`config.mk`:
```
export PLATFORM = sky130hd
export DESIGN_NAME = dunit_mem_dump_flat
export DESIGN_NICKNAME = d
export VERILOG_FILES = /design/src/rtl/dunit_mem_dump_if.sv /design/src/rtl/dunit_mem_dump.sv /design/src/flat_wrapper.sv
export SDC_FILE = /design/constraint.sdc
export NUM_CORES = 1
export LEC_CHECK = 0
export BUFFER_PORTS_ARGS = -buffer_cell sky130_fd_sc_hd__buf_4
export CORE_UTILIZATION = 53
export DETAILED_ROUTE_END_ITERATION = 6
export HOLD_SLACK_MARGIN = 0.06
export PLACE_DENSITY = 0.76
export SKIP_LAST_GASP = 1
export SLEW_MARGIN = 30
export SYNTH_ARGS = -nofsm -noshare
export SYNTH_HDL_FRONTEND = slang
export SYNTH_SLANG_ARGS = --single-unit
```
`constraint.sdc`:
```
create_clock -name i_clk -period 2.5 [get_ports i_clk]
set_clock_uncertainty 0.15 [all_clocks]
set_input_delay 0.125 -clock i_clk [delete_from_list [all_inputs] [get_ports i_clk]]
set_output_delay 0.125 -clock i_clk [all_outputs]
set_load 0.1 [all_outputs]
```
`src/rtl/dunit_mem_dump_if.sv`:
```
// Debug-unit dump bus: memory debug read port plus UART TX start/done handshake.
interface dunit_mem_dump_if #(
  parameter int unsigned NB_WIDTH = 32,
  parameter int unsigned NB_ADDR  = 9,
  parameter int unsigned NB_BYTE  = 8
);
  logic [NB_ADDR-1:0]  dunit_addr;
  logic [NB_WIDTH-1:0] dunit_data;
  logic                tx_start;
  logic [NB_BYTE-1:0]  tx_data;
  logic                tx_done;

  // The dump sequencer drives address and TX byte; memory and UART answer.
  modport master (
    output dunit_addr, tx_start, tx_data,
    input  dunit_data, tx_done
  );

  modport slave (
    input  dunit_addr, tx_start, tx_data,
    output dunit_data, tx_done
  );
endinterface

```
`src/rtl/dunit_mem_dump.sv`:
```
// Streams N words of data memory, MSB byte first, from address 0 to the UART TX.
module dunit_mem_dump #(
  parameter int unsigned NB_WIDTH = 32,
  parameter int unsigned NB_ADDR  = 9,
  parameter int unsigned NB_BYTE  = 8
) (
  input  logic               i_clk,
  input  logic               i_reset,
  input  logic               i_start,
  input  logic [NB_ADDR-2:0] i_num_words,
  output logic               o_busy,
  output logic               o_done,
  dunit_mem_dump_if.master   bus
);

  localparam int unsigned NumBytes = NB_WIDTH / NB_BYTE;
  localparam int unsigned IdxW     = (NumBytes > 1) ? $clog2(NumBytes) : 1;
  localparam logic [IdxW-1:0]    LastIdx  = IdxW'(NumBytes - 1);
  localparam logic [NB_ADDR-1:0] AddrStep = NB_ADDR'(NumBytes);
  localparam logic [NB_ADDR-2:0] CntOne   = (NB_ADDR-1)'(1);

  typedef enum logic [2:0] {
    StIdle,
    StLoad,
    StSend,
    StWait,
    StNext,
    StDone
  } state_e;

  state_e              state_q;
  logic [NB_ADDR-1:0]  addr_q;
  logic [NB_ADDR-2:0]  cnt_q;
  logic [NB_WIDTH-1:0] word_q;
  logic [IdxW-1:0]     idx_q;
  logic                tx_start_q;
  logic [NB_BYTE-1:0]  tx_data_q;
  logic                busy_q;
  logic                done_q;
  logic                tx_done_q;

  logic                done_evt;
  logic [NB_WIDTH-1:0] word_shifted;

  // Byte selection (index 0 = most significant) and tx_done rising-edge detect, so a
  // held-high done advances only one byte.
  always_comb begin
    word_shifted = word_q << (32'(idx_q) * NB_BYTE);
    done_evt     = bus.tx_done & ~tx_done_q;
  end

  // Sequencer FSM; every output is a register written here.
  always_ff @(posedge i_clk) begin
    if (i_reset) begin
      state_q    <= StIdle;
      addr_q     <= '0;
      cnt_q      <= '0;
      word_q     <= '0;
      idx_q      <= '0;
      tx_start_q <= 1'b0;
      tx_data_q  <= '0;
      busy_q     <= 1'b0;
      done_q     <= 1'b0;
      tx_done_q  <= 1'b0;
    end else begin
      tx_done_q  <= bus.tx_done;
      tx_start_q <= 1'b0;
      done_q     <= 1'b0;
      case (state_q)
        StIdle: begin
          if (i_start) begin
            cnt_q   <= i_num_words;
            addr_q  <= '0;
            busy_q  <= 1'b1;
            state_q <= (i_num_words == '0) ? StDone : StLoad;
          end
        end
        StLoad: begin
          // Memory read is asynchronous; the word present now is the one dumped.
          word_q  <= bus.dunit_data;
          idx_q   <= '0;
          state_q <= StSend;
        end
        StSend: begin
          tx_data_q  <= word_shifted[NB_WIDTH-1 -: NB_BYTE];
          tx_start_q <= 1'b1;
          state_q    <= StWait;
        end
        StWait: begin
          if (done_evt) begin
            if (idx_q == LastIdx) begin
              state_q <= StNext;
            end else begin
              idx_q   <= idx_q + IdxW'(1);
              state_q <= StSend;
            end
          end
        end
        StNext: begin
          cnt_q   <= cnt_q - CntOne;
          addr_q  <= addr_q + AddrStep;
          state_q <= (cnt_q == CntOne) ? StDone : StLoad;
        end
        StDone: begin
          done_q  <= 1'b1;
          busy_q  <= 1'b0;
          state_q <= StIdle;
        end
        default: state_q <= StIdle;
      endcase
    end
  end

  assign bus.dunit_addr = addr_q;
  assign bus.tx_start   = tx_start_q;
  assign bus.tx_data    = tx_data_q;
  assign o_busy         = busy_q;
  assign o_done         = done_q;

endmodule

```
`src/flat_wrapper.sv`:
```
// flat-port wrapper written by rule: the top's interface ports become plain ports
module dunit_mem_dump_flat 
#(
  parameter int unsigned NB_WIDTH = 32,
  parameter int unsigned NB_ADDR  = 9,
  parameter int unsigned NB_BYTE  = 8
)
  (i_clk, i_reset, i_start, i_num_words, o_busy, o_done, bus_dunit_addr, bus_tx_start, bus_tx_data, bus_dunit_data, bus_tx_done);
  dunit_mem_dump_if #(.NB_WIDTH(NB_WIDTH), .NB_ADDR(NB_ADDR), .NB_BYTE(NB_BYTE)) bus_i ();
  input  logic i_clk;
  input  logic i_reset;
  input  logic i_start;
  input  logic [NB_ADDR-2:0] i_num_words;
  output logic o_busy;
  output logic o_done;
  output wire logic [$bits(bus_i.dunit_addr)-1:0] bus_dunit_addr;
  output wire logic [$bits(bus_i.tx_start)-1:0] bus_tx_start;
  output wire logic [$bits(bus_i.tx_data)-1:0] bus_tx_data;
  input wire logic [$bits(bus_i.dunit_data)-1:0] bus_dunit_data;
  input wire logic [$bits(bus_i.tx_done)-1:0] bus_tx_done;
  assign bus_dunit_addr = bus_i.dunit_addr;
  assign bus_tx_start = bus_i.tx_start;
  assign bus_tx_data = bus_i.tx_data;
  assign bus_i.dunit_data = bus_dunit_data;
  assign bus_i.tx_done = bus_tx_done;
  dunit_mem_dump #(.NB_WIDTH(NB_WIDTH), .NB_ADDR(NB_ADDR), .NB_BYTE(NB_BYTE)) u_core (.i_clk(i_clk), .i_reset(i_reset), .i_start(i_start), .i_num_words(i_num_words), .o_busy(o_busy), .o_done(o_done), .bus(bus_i));
endmodule
```
==> results.cfg, run 1 <==
[setup_path]
critical_path.top_delay_family = simple AND/OR/NAND/NOR gates
r2r_end = u_core.bus.dunit_addr[8]$_SDFFE_PP0P_
start_kind = flip-flop
rrSetupSlack_ns = 0.46
critPathKind = reg2reg
crit_path_end_kind = flip-flop
slowest_stage = dfxtp_1
cp_data_arrival_time_ns = 2.16
crit_chain = or3b_1 -> or3_1 -> mux2_1 -> nor2_1
startpoint = u_core.state_q[2]$_SDFFE_PP0P_
path_depth = 4
slowest_delay_ns = 0.54
r2r_cells = 4
cp-endpoint = u_core.bus.dunit_addr[8]$_SDFFE_PP0P_
worst_ep_required_time_ns = 2.62
critPathMaxFanout = 13
rr_startpoint = u_core.state_q[2]$_SDFFE_PP0P_
critPathBufInv = 0

[sta]
setup_viol = 0
fin_setup_tns_ns = 0
max_freq_mhz = 490
maxSlewViolCount = 0
slew_headroom_pct = 58.4
timing_hold_violations_final = 0
fin_crit_sh_pct = 81.6
holdWs_ns = 0.0957
fin_crit_ns = 2.04
worst_pin_slew_ns = 0.624
rsz0062_at_grt = no

[global_route]
first_global_vias = 2406
grt_max_degree = 64
overflow = 0
globalRouteMet3Util_pct = 4.61
grt.total_usage_pct = 26.8
grt_pass1_wl_um = 11000
busiest_layer = met2
grtUsageMet2_pct = 40.4
grt_antenna_before_repair = 0
use_met1_pct = 36.2

[final_layout]
final_common_cell = nand2_1
n_antenna_cell = 0
final_cells = 494
final_nets = 470
drive_gt1_share_pct = 22.0
layout_common_cells = 88 x nand2_1, 65 x buf_4, 64 x dfxtp_1
syn_to_final_growth_pct = 39.4

[logic_synthesis]
yosys_warnings = 0
synth_top_area_share_pct = 46.5
syn_inst = 330
synth-seq-cells = 64
synth_area_per_cell_um2 = 8.35
synth_area_leaders = dfxtp_1 47%, nand2_1 12%, a21oi_1 9.4%
synth_ff_type = dfxtp_1
synth_edf_count = 0
synth_cell_types = 47
yosys.area.top_type = dfxtp_1
async_flop_share_pct = 0
syn_area_um2 = 2760
synth_seq_area_share_pct = 46.5

[power_and_ir_drop]
powerDensity_nw_per_um2 = 630
leakage_nw = 1.50
p_total_mw = 2.42
vdd_drop_max_v = 0.000508

[floorplanning]
io_pins = 64
die_w_um = 74.1
core_area_um2 = 4850
row_count = 25
dieArea_um2 = 5490
floorplan.initialDensity_pct = 56.8
die-height_um = 74.1

[clocking]
cts.repair.resized = 0
tritoncts = built
cts_buffer_depth = 2
clk_latency_ns = 0.34
cts_made_buffers = 9
path_clk_slew_ns = 0.07
clock_sinks = 64
cts_root_buffer = clkbuf_8
cts-htree-levels = 3
cts_setup_buffers = 0

[route]
dr.pass1.iters = 4
ant_nets = 0
vias_per_cell = 5.37
drtIter0Drc = 193
via_count = 2652
drc = 0
routed_wirelength_um = 6650
wl_per_cell_um = 13.5

[worst_hold_path]
hold_class = in2reg
worstHoldPathCells = 4

[place]
dpl.hpwl_um = 3950
dp_cells = 437
gp_congestion = 0.809
port_buffers = 61

[run_status]
status = finished clean

[flow_run]
cap_violations = 0
[worst min path at each step]
stage,from,to,slack [ns]
detailed placement,bus_tx_done,u_core.tx_done_q$_SDFF_PP0_,0.23
global route,i_start,u_core.state_q[2]$_SDFFE_PP0P_,0.11
floorplan,bus_tx_done,u_core.tx_done_q$_SDFF_PP0_,0.10
global placement,bus_tx_done,u_core.tx_done_q$_SDFF_PP0_,0.22
finish,i_start,u_core.state_q[0]$_SDFFE_PP0P_,0.1
CTS,i_start,u_core.state_q[0]$_SDFFE_PP0P_,0.07
[cell usage after synthesis, types with 2 or more instances]
cell      number
nand3b_1       3
dfxtp_1       64
nor4_1         2
a211oi_1       3
nand2_1       88
a32oi_1        2
a22oi_1        2
buf_4          2
mux4_2         8
ha_1           4
nor4b_1        2
o21ai_0        5
a221oi_1       3
nor2b_1        2
clkbuf_1      21
buf_2          2
nand3_1        6
inv_1          4
nor2_1        21
a31oi_1        2
nor3_1         4
nand2b_1       4
a21oi_1       52
[area by class of cell]
| type | instances | area [um^2] |
|---|---|---|
| fillers | 328 | 1010 |
| flip-flops and latches | 64 | 1280 |
| clock inverters | 6 | 68.8 |
| repair buffers | 106 | 898 |
| clock buffers | 10 | 138 |
| inverters | 4 | 15.0 |
| well taps | 67 | 83.8 |
| multi-input cells | 237 | 1360 |
[layer usage]
| metal | vias to the layer above | wire, um |
|---|---|---|
| met5 | - | 0 |
| met4 | 0 | 176 |
| met3 | 16 | 365 |
| met2 | 99 | 3200 |
| met1 | 1212 | 2910 |
| li1 | 1325 | - |
[state kept, by name (all words and copies together), names as in the netlist, 2 cells and up]
signal / count
u_core.bus.dunit_addr: 7
u_core.cnt_q: 8
u_core.bus.tx_data: 8
u_core.state_q: 3
u_core.word_q: 32
u_core.idx_q: 2
[what timing repair did]
| action | CTS | global route |
|---|---|---|
| hold endpoints to repair | 43 | 0 |
| setup endpoints to repair | 0 | 0 |
| hold buffers | 41 | 0 |
[kinds of logic (layout without fill, tap and decap cells)]
logic type      after synthesis  count (layout)  synth area share [%]
simple gates                143             143                  23.1
compound gates               78              78                  16.6
other cells                   1               2                 0.136
flops                        64              64                  46.5
fa+ha+maj                     4               4                  1.82
mux                          10              10                  7.36
buf+inv                      30             126                  4.50
[power breakdown]
part	total, mW	switching [mW]	internal [mW]
registers	1.12	0.0474	1.08
clock network	0.903	0.413	0.490
logic	0.391	0.216	0.176
[per-stage QoR]
stage	cell area, um^2	worst slack, ns	util, %
finish	3840	0.461	79.2
detailed placement	3220	0.481	66.5
global route	3840	0.325	79.2
floorplan	2760	0.111	-
global placement	3220	0.547	66.5
CTS	3840	0.457	79.2
[worst reg2reg max path: stages (launching register included)]
cell	delay (ns)
dfxtp_1	0.54
or3b_1	0.48
or3_1	0.40
mux2_1	0.31
nor2_1	0.09
Power figures use the tool's default switching activity.
==> run 2, diff against run 1 <==
ABC_AREA = 1   (was unset)
CORE_UTILIZATION = 54   (was 53)
clock period = 2.1 ns   (was 2.5 ns; I/O delays follow)
==> run 2 against run 1 <==
  * Non-clock buffer count increased by 3
  * Largest cell class unchanged
  * Critical endpoint is now u_core.word_q[18]$_SDFFE_PP0P_
  * Via count increased by 19%
  * Sequential power increased by 23%
==> results.cfg, run 2 <==
[route]
ant_nets = 0
routed_wirelength_um = 8090
drc = 0
vias_per_cell = 5.14
via_count = 3149
dr.pass1.iters = 5
drtIter0Drc = 187
wl_per_cell_um = 13.2

[logic_synthesis]
synth_common_cells = 80 x nand2_1, 66 x a21oi_1, 64 x dfxtp_1
synth_top_area_share_pct = 42.6
synth_cell_types = 23
synth_area_leaders = dfxtp_1 43%, a21oi_1 11%, nand2_1 10%
yosys.area.top_type = dfxtp_1
synth_area_per_cell_um2 = 6.81
syn_area_um2 = 3000
synth_edf_count = 0
synth-seq-cells = 64
synth_ff_type = dfxtp_1
syn_inst = 441
synth.most_common_cell = nand2_1
async_flop_share_pct = 0
synth_seq_area_share_pct = 42.6
yosys_warnings = 0

[global_route]
grt_pass1_wl_um = 13400
overflow = 0
grt_max_degree = 48
grt_antenna_before_repair = 0
grt.total_usage_pct = 28.8
first_global_vias = 2933

[clocking]
path_clk_slew_ns = 0.07
clock_sinks = 64
ctsHoldBuffers = 41
tritoncts = built
cts_root_buffer = clkbuf_8
cts_setup_buffers = 0
cts_made_buffers = 9
cts-htree-levels = 3
cts_buffer_depth = 2
clk_latency_ns = 0.34
cts.repair.resized = 0

[place]
pre_cts_ws_ns = 0.499
gp_congestion = 0.940
dp_cells = 556
dpl.hpwl_um = 5060
port_buffers = 61

[final_layout]
final_cells = 613
top_register = u_core.word_q
n_antenna_cell = 0
final_nets = 586
layout_common_cells = 80 x nand2_1, 68 x buf_4, 66 x a21oi_1
final_common_cell = nand2_1
largest_reg_flops = 32
drive_gt1_share_pct = 17.9
syn_to_final_growth_pct = 37.7

[sta]
slew_headroom_pct = 61.7
timing_hold_violations_final = 0
setup_viol = 0
worst_pin_slew_ns = 0.574
max_freq_mhz = 605
rsz0062_at_grt = no
maxSlewViolCount = 0
fin_crit_ns = 1.65
fin_crit_sh_pct = 78.7
fin_setup_tns_ns = 0
finalWorstSetupSlack_ns = 0.448

[setup_path]
slowest_stage = dfxtp_1
crit_path_end_kind = flip-flop
critPathKind = reg2reg
critical_path.top_delay_family = flip-flops
start_kind = flip-flop
critPathMaxFanout = 40
slowest_delay_ns = 0.44
critPathBufInv = 2
worst_ep_required_time_ns = 2.16
cp_data_arrival_time_ns = 1.71
crit_chain = inv_2 -> nor2_4 -> nand2_1 -> buf_4 -> o21ai_1 -> a21oi_1

[floorplanning]
row_count = 26
floorplan.initialDensity_pct = 57.4
io_pins = 64
dieArea_um2 = 5870
die_w_um = 76.6
die-height_um = 76.6
core_area_um2 = 5240

[power_and_ir_drop]
powerDensity_nw_per_um2 = 841
vdd_drop_max_v = 0.000633
leakage_nw = 1.87

[run_status]
status = finished clean

[flow_run]
cap_violations = 0

[worst_hold_path]
hold_class = in2reg
[run 2: cell types whose count changed after synthesis, moves of 14 or more]
cell,previous run,this run
nor2_1,21,43
inv_1,4,52
nand3_1,6,39
o21ai_1,0,20
o21ai_0,5,32
a21oi_1,52,66
[run 2: where the power goes]
part | leakage (nW) | switching, mW | total [mW] | internal (mW)
Clock | 0.119 | 0.488 | 1.28 | 0.790
Combinational | 1.22 | 0.536 | 0.824 | 0.289
Sequential | 0.524 | 0.0641 | 1.38 | 1.31
[run 2: metal layers]
metal | vias up | wire length [um] | track usage (%)
met3 | 14 | 337 | 6.71
met4 | 0 | 168 | 9.81
met2 | 91 | 4050 | 52.1
met5 | - | 0 | 0
met1 | 1435 | 3540 | 33.0
li1 | 1609 | - | -
[run 2: area by class of cell]
| type | instances | area, um^2 |
|---|---|---|
| Clock inverter | 7 | 120 |
| Tap cell | 70 | 87.6 |
| Fill cell | 385 | 1100 |
| Multi-Input combinational cell | 295 | 1380 |
| Timing Repair Buffer | 109 | 921 |
| Sequential cell | 64 | 1280 |
| Clock buffer | 9 | 124 |
| Inverter | 59 | 221 |
[run 2: kinds of logic after synthesis]
logic type	Yosys count	synth area share [%]
buf+inv	83	11.6
other cells	1	0.125
simple gates	168	23.6
compound gates	121	20.4
flops	64	42.6
fa+ha+maj	4	1.67
[run 2: path summary, 6_finish.rpt]
kind | start | endpoint | slack, ns | depth (start not counted)
max reg2reg | u_core.state_q[0]$_SDFFE_PP0P_ | u_core.word_q[18]$_SDFFE_PP0P_ | 0.45 | 6
min reg2reg | u_core.bus.dunit_addr[2]$_SDFFE_PP0P_ | u_core.bus.dunit_addr[2]$_SDFFE_PP0P_ | 0.31 | 1
min | i_num_words[7] | u_core.cnt_q[7]$_SDFFE_PP0P_ | 0.09 | 5
max | u_core.state_q[0]$_SDFFE_PP0P_ | u_core.word_q[18]$_SDFFE_PP0P_ | 0.45 | 6
[run 2: stage by stage]
stage	area, um^2	power [mW]	utilization [%]	hold WS [ns]
3_5_place_dp	3480	2.14	66.5	0.191
6_report	4140	3.48	79.0	0.0851
2_1_floorplan	3010	1.95	-	0.0800
4_1_cts	4140	3.49	79.0	0.0709
3_3_place_gp	3480	2.13	66.5	0.169
5_1_grt	4140	3.65	79.0	0.124
[run 2: tightest hold or removal path, cell delays in order]
cell and delay (ns):
buf_4 0.11, inv_1 0.07, o21ai_0 0.11, inv_1 0.07
a21oi_1 0.06
==> run 3, diff against run 2 <==
clock period = 1.6 ns   (was 2.1 ns; I/O delays follow)
==> run 3 against run 2 <==
  * Design area grew 0.45%
  * Routed wire length down 1.4%
  * Register-to-register slack got worse by 0.36 ns
  * Critical path depth up 2
  * Sequential power rose by 30%
  * Sequential share of layout area rose by 0.16 points
==> results.cfg, run 3 (synthesized netlist as in run 2, its figures left out) <==
[setup_path]
start_kind = flip-flop
worst_ep_required_time_ns = 1.71
critPathMaxFanout = 8
r2r_cells = 8
critPathBufInv = 4
rrSetupSlack_ns = 0.09
critical_path.top_delay_family = buffers and inverters
crit_chain = buf_4 -> inv_1 -> nand3_4 -> inv_2 -> nand2_1 -> nand2_1 -> inv_2 -> a21oi_1
rr_startpoint = u_core.state_q[2]$_SDFFE_PP0P_
crit_path_end_kind = flip-flop
slowest_stage = dfxtp_1
cp_data_arrival_time_ns = 1.62
slowest_delay_ns = 0.32
r2r_end = u_core.cnt_q[5]$_SDFFE_PP0P_
critPathKind = reg2reg

[sta]
setup_viol = 0
finalWorstSetupSlack_ns = 0.0880
maxSlewViolCount = 0
fin_setup_tns_ns = 0
rsz0062_at_grt = yes
max_freq_mhz = 661
holdWs_ns = 0.306
fin_crit_ns = 1.51
fin_crit_sh_pct = 94.5
timing_hold_violations_final = 0

[global_route]
grt_antenna_before_repair = 0
grt_max_degree = 48
busiest_layer = met2
grtUsageMet2_pct = 48.0
grt.total_usage_pct = 28.4
grt_pass1_wl_um = 13100
globalRouteMet3Util_pct = 4.91
use_met1_pct = 34.2
overflow = 0
first_global_vias = 2933

[route]
vias_per_cell = 5.13
ant_nets = 0
drc = 0
dr.pass1.iters = 4
routed_wirelength_um = 7980
wl_per_cell_um = 13.0
via_count = 3157
drtIter0Drc = 201

[floorplanning]
floorplan.initialDensity_pct = 57.4
core_area_um2 = 5240
dieArea_um2 = 5870
die_w_um = 76.6
row_count = 26
die-height_um = 76.6
io_pins = 64

[clocking]
cts_buffer_depth = 2
cts_made_buffers = 9
cts_root_buffer = clkbuf_8
clock_sinks = 64
path_clk_slew_ns = 0.06
cts-htree-levels = 3
tritoncts = built
clk_latency_ns = 0.34

[worst_hold_path]
hold-path-endpoint = u_core.word_q[22]$_SDFFE_PP0P_
worstHoldPathCells = 2
hold_class = reg2reg
worstHoldStart = u_core.word_q[22]$_SDFFE_PP0P_

[power_and_ir_drop]
vdd_drop_max_v = 0.000599
leakage_nw = 1.87
powerDensity_nw_per_um2 = 992

[final_layout]
final_common_cell = nand2_1
largest_reg_flops = 32
n_antenna_cell = 0
final_nets = 591
final_area_um2 = 4160
drive_gt1_share_pct = 18.9
fillCellCount = 386
top_register = u_core.word_q
layout_common_cells = 80 x nand2_1, 69 x buf_4, 66 x a21oi_1
syn_to_final_growth_pct = 38.3

[flow_run]
cap_violations = 0

[place]
port_buffers = 61
dpl.hpwl_um = 5110
gp_congestion = 0.850
pre_cts_ws_ns = -0.0321
placed_area_um2 = 3540

[run_status]
status = finished clean
[run 3: changes by cell type in the layout (fill, tap and decap cells not counted), sizes merged]
cell         change
clkbuf           +4
buf              +3
bufinv           -3
clkinv           -2
dlygate4sd3      +2
clkinvlp         -1
[run 3: metal layers]
layer	up-vias	wire [um]
li1	1625	-
met1	1424	3580
met2	86	3880
met3	22	327
met4	0	190
met5	-	0
[run 3: report_power, final]
part	total [mW]	internal, mW	switching (mW)
combinational	1.12	0.404	0.716
clock	1.20	0.629	0.573
sequential	1.80	1.72	0.0768
[run 3: final cells by class]
type	instances	area (um^2)	share of cell area (%)
Sequential cell	64	1300	31.2
Clock buffer	13	159	3.82
Clock inverter	1	5.00	0.120
Inverter	59	221	5.33
Timing Repair Buffer	114	988	23.8
Multi-Input combinational cell	295	1400	33.6
Tap cell	70	87.6	2.11
[run 3: per-stage QoR]
stage                     instances  power, mW  utilization [%]
after floorplan                 442       2.56                -
after global placement          559       2.82             67.6
after detailed placement        559       2.84             67.6
after CTS                       616       4.11             79.0
after global routing            616       4.32             79.3
final                           616       4.12             79.3
[run 3: worst register-to-register path, cell delays in order (launching register included)]
cell     delay [ns]
dfxtp_1        0.32
buf_4          0.17
inv_1          0.18
nand3_4        0.17
inv_2          0.14
nand2_1        0.07
nand2_1        0.08
inv_2          0.03
a21oi_1        0.14
[run 3: how the worst max path moves through the flow]
stage                                                      from                                     to  slack [ns]  depth (start not counted)
after detailed placement         u_core.state_q[1]$_SDFFE_PP0P_           u_core.cnt_q[1]$_SDFFE_PP0P_       -0.03                          6
after floorplan           u_core.bus.dunit_addr[3]$_SDFFE_PP0P_  u_core.bus.dunit_addr[8]$_SDFFE_PP0P_       0.003                          8
final                            u_core.state_q[2]$_SDFFE_PP0P_           u_core.cnt_q[5]$_SDFFE_PP0P_        0.09                          8
after global routing             u_core.state_q[2]$_SDFFE_PP0P_           u_core.cnt_q[5]$_SDFFE_PP0P_       -0.02                          8
after CTS                        u_core.state_q[0]$_SDFFE_PP0P_           u_core.cnt_q[5]$_SDFFE_PP0P_        0.06                          7
after global placement           u_core.state_q[1]$_SDFFE_PP0P_           u_core.cnt_q[5]$_SDFFE_PP0P_        0.07                          6
[run 3: what timing repair did]
action,in CTS,in global routing
hold buffers,43,0
hold endpoints to repair,51,0
buffers inserted,0,0
endpoints found under the setup margin,4,13
resized for setup,1,4
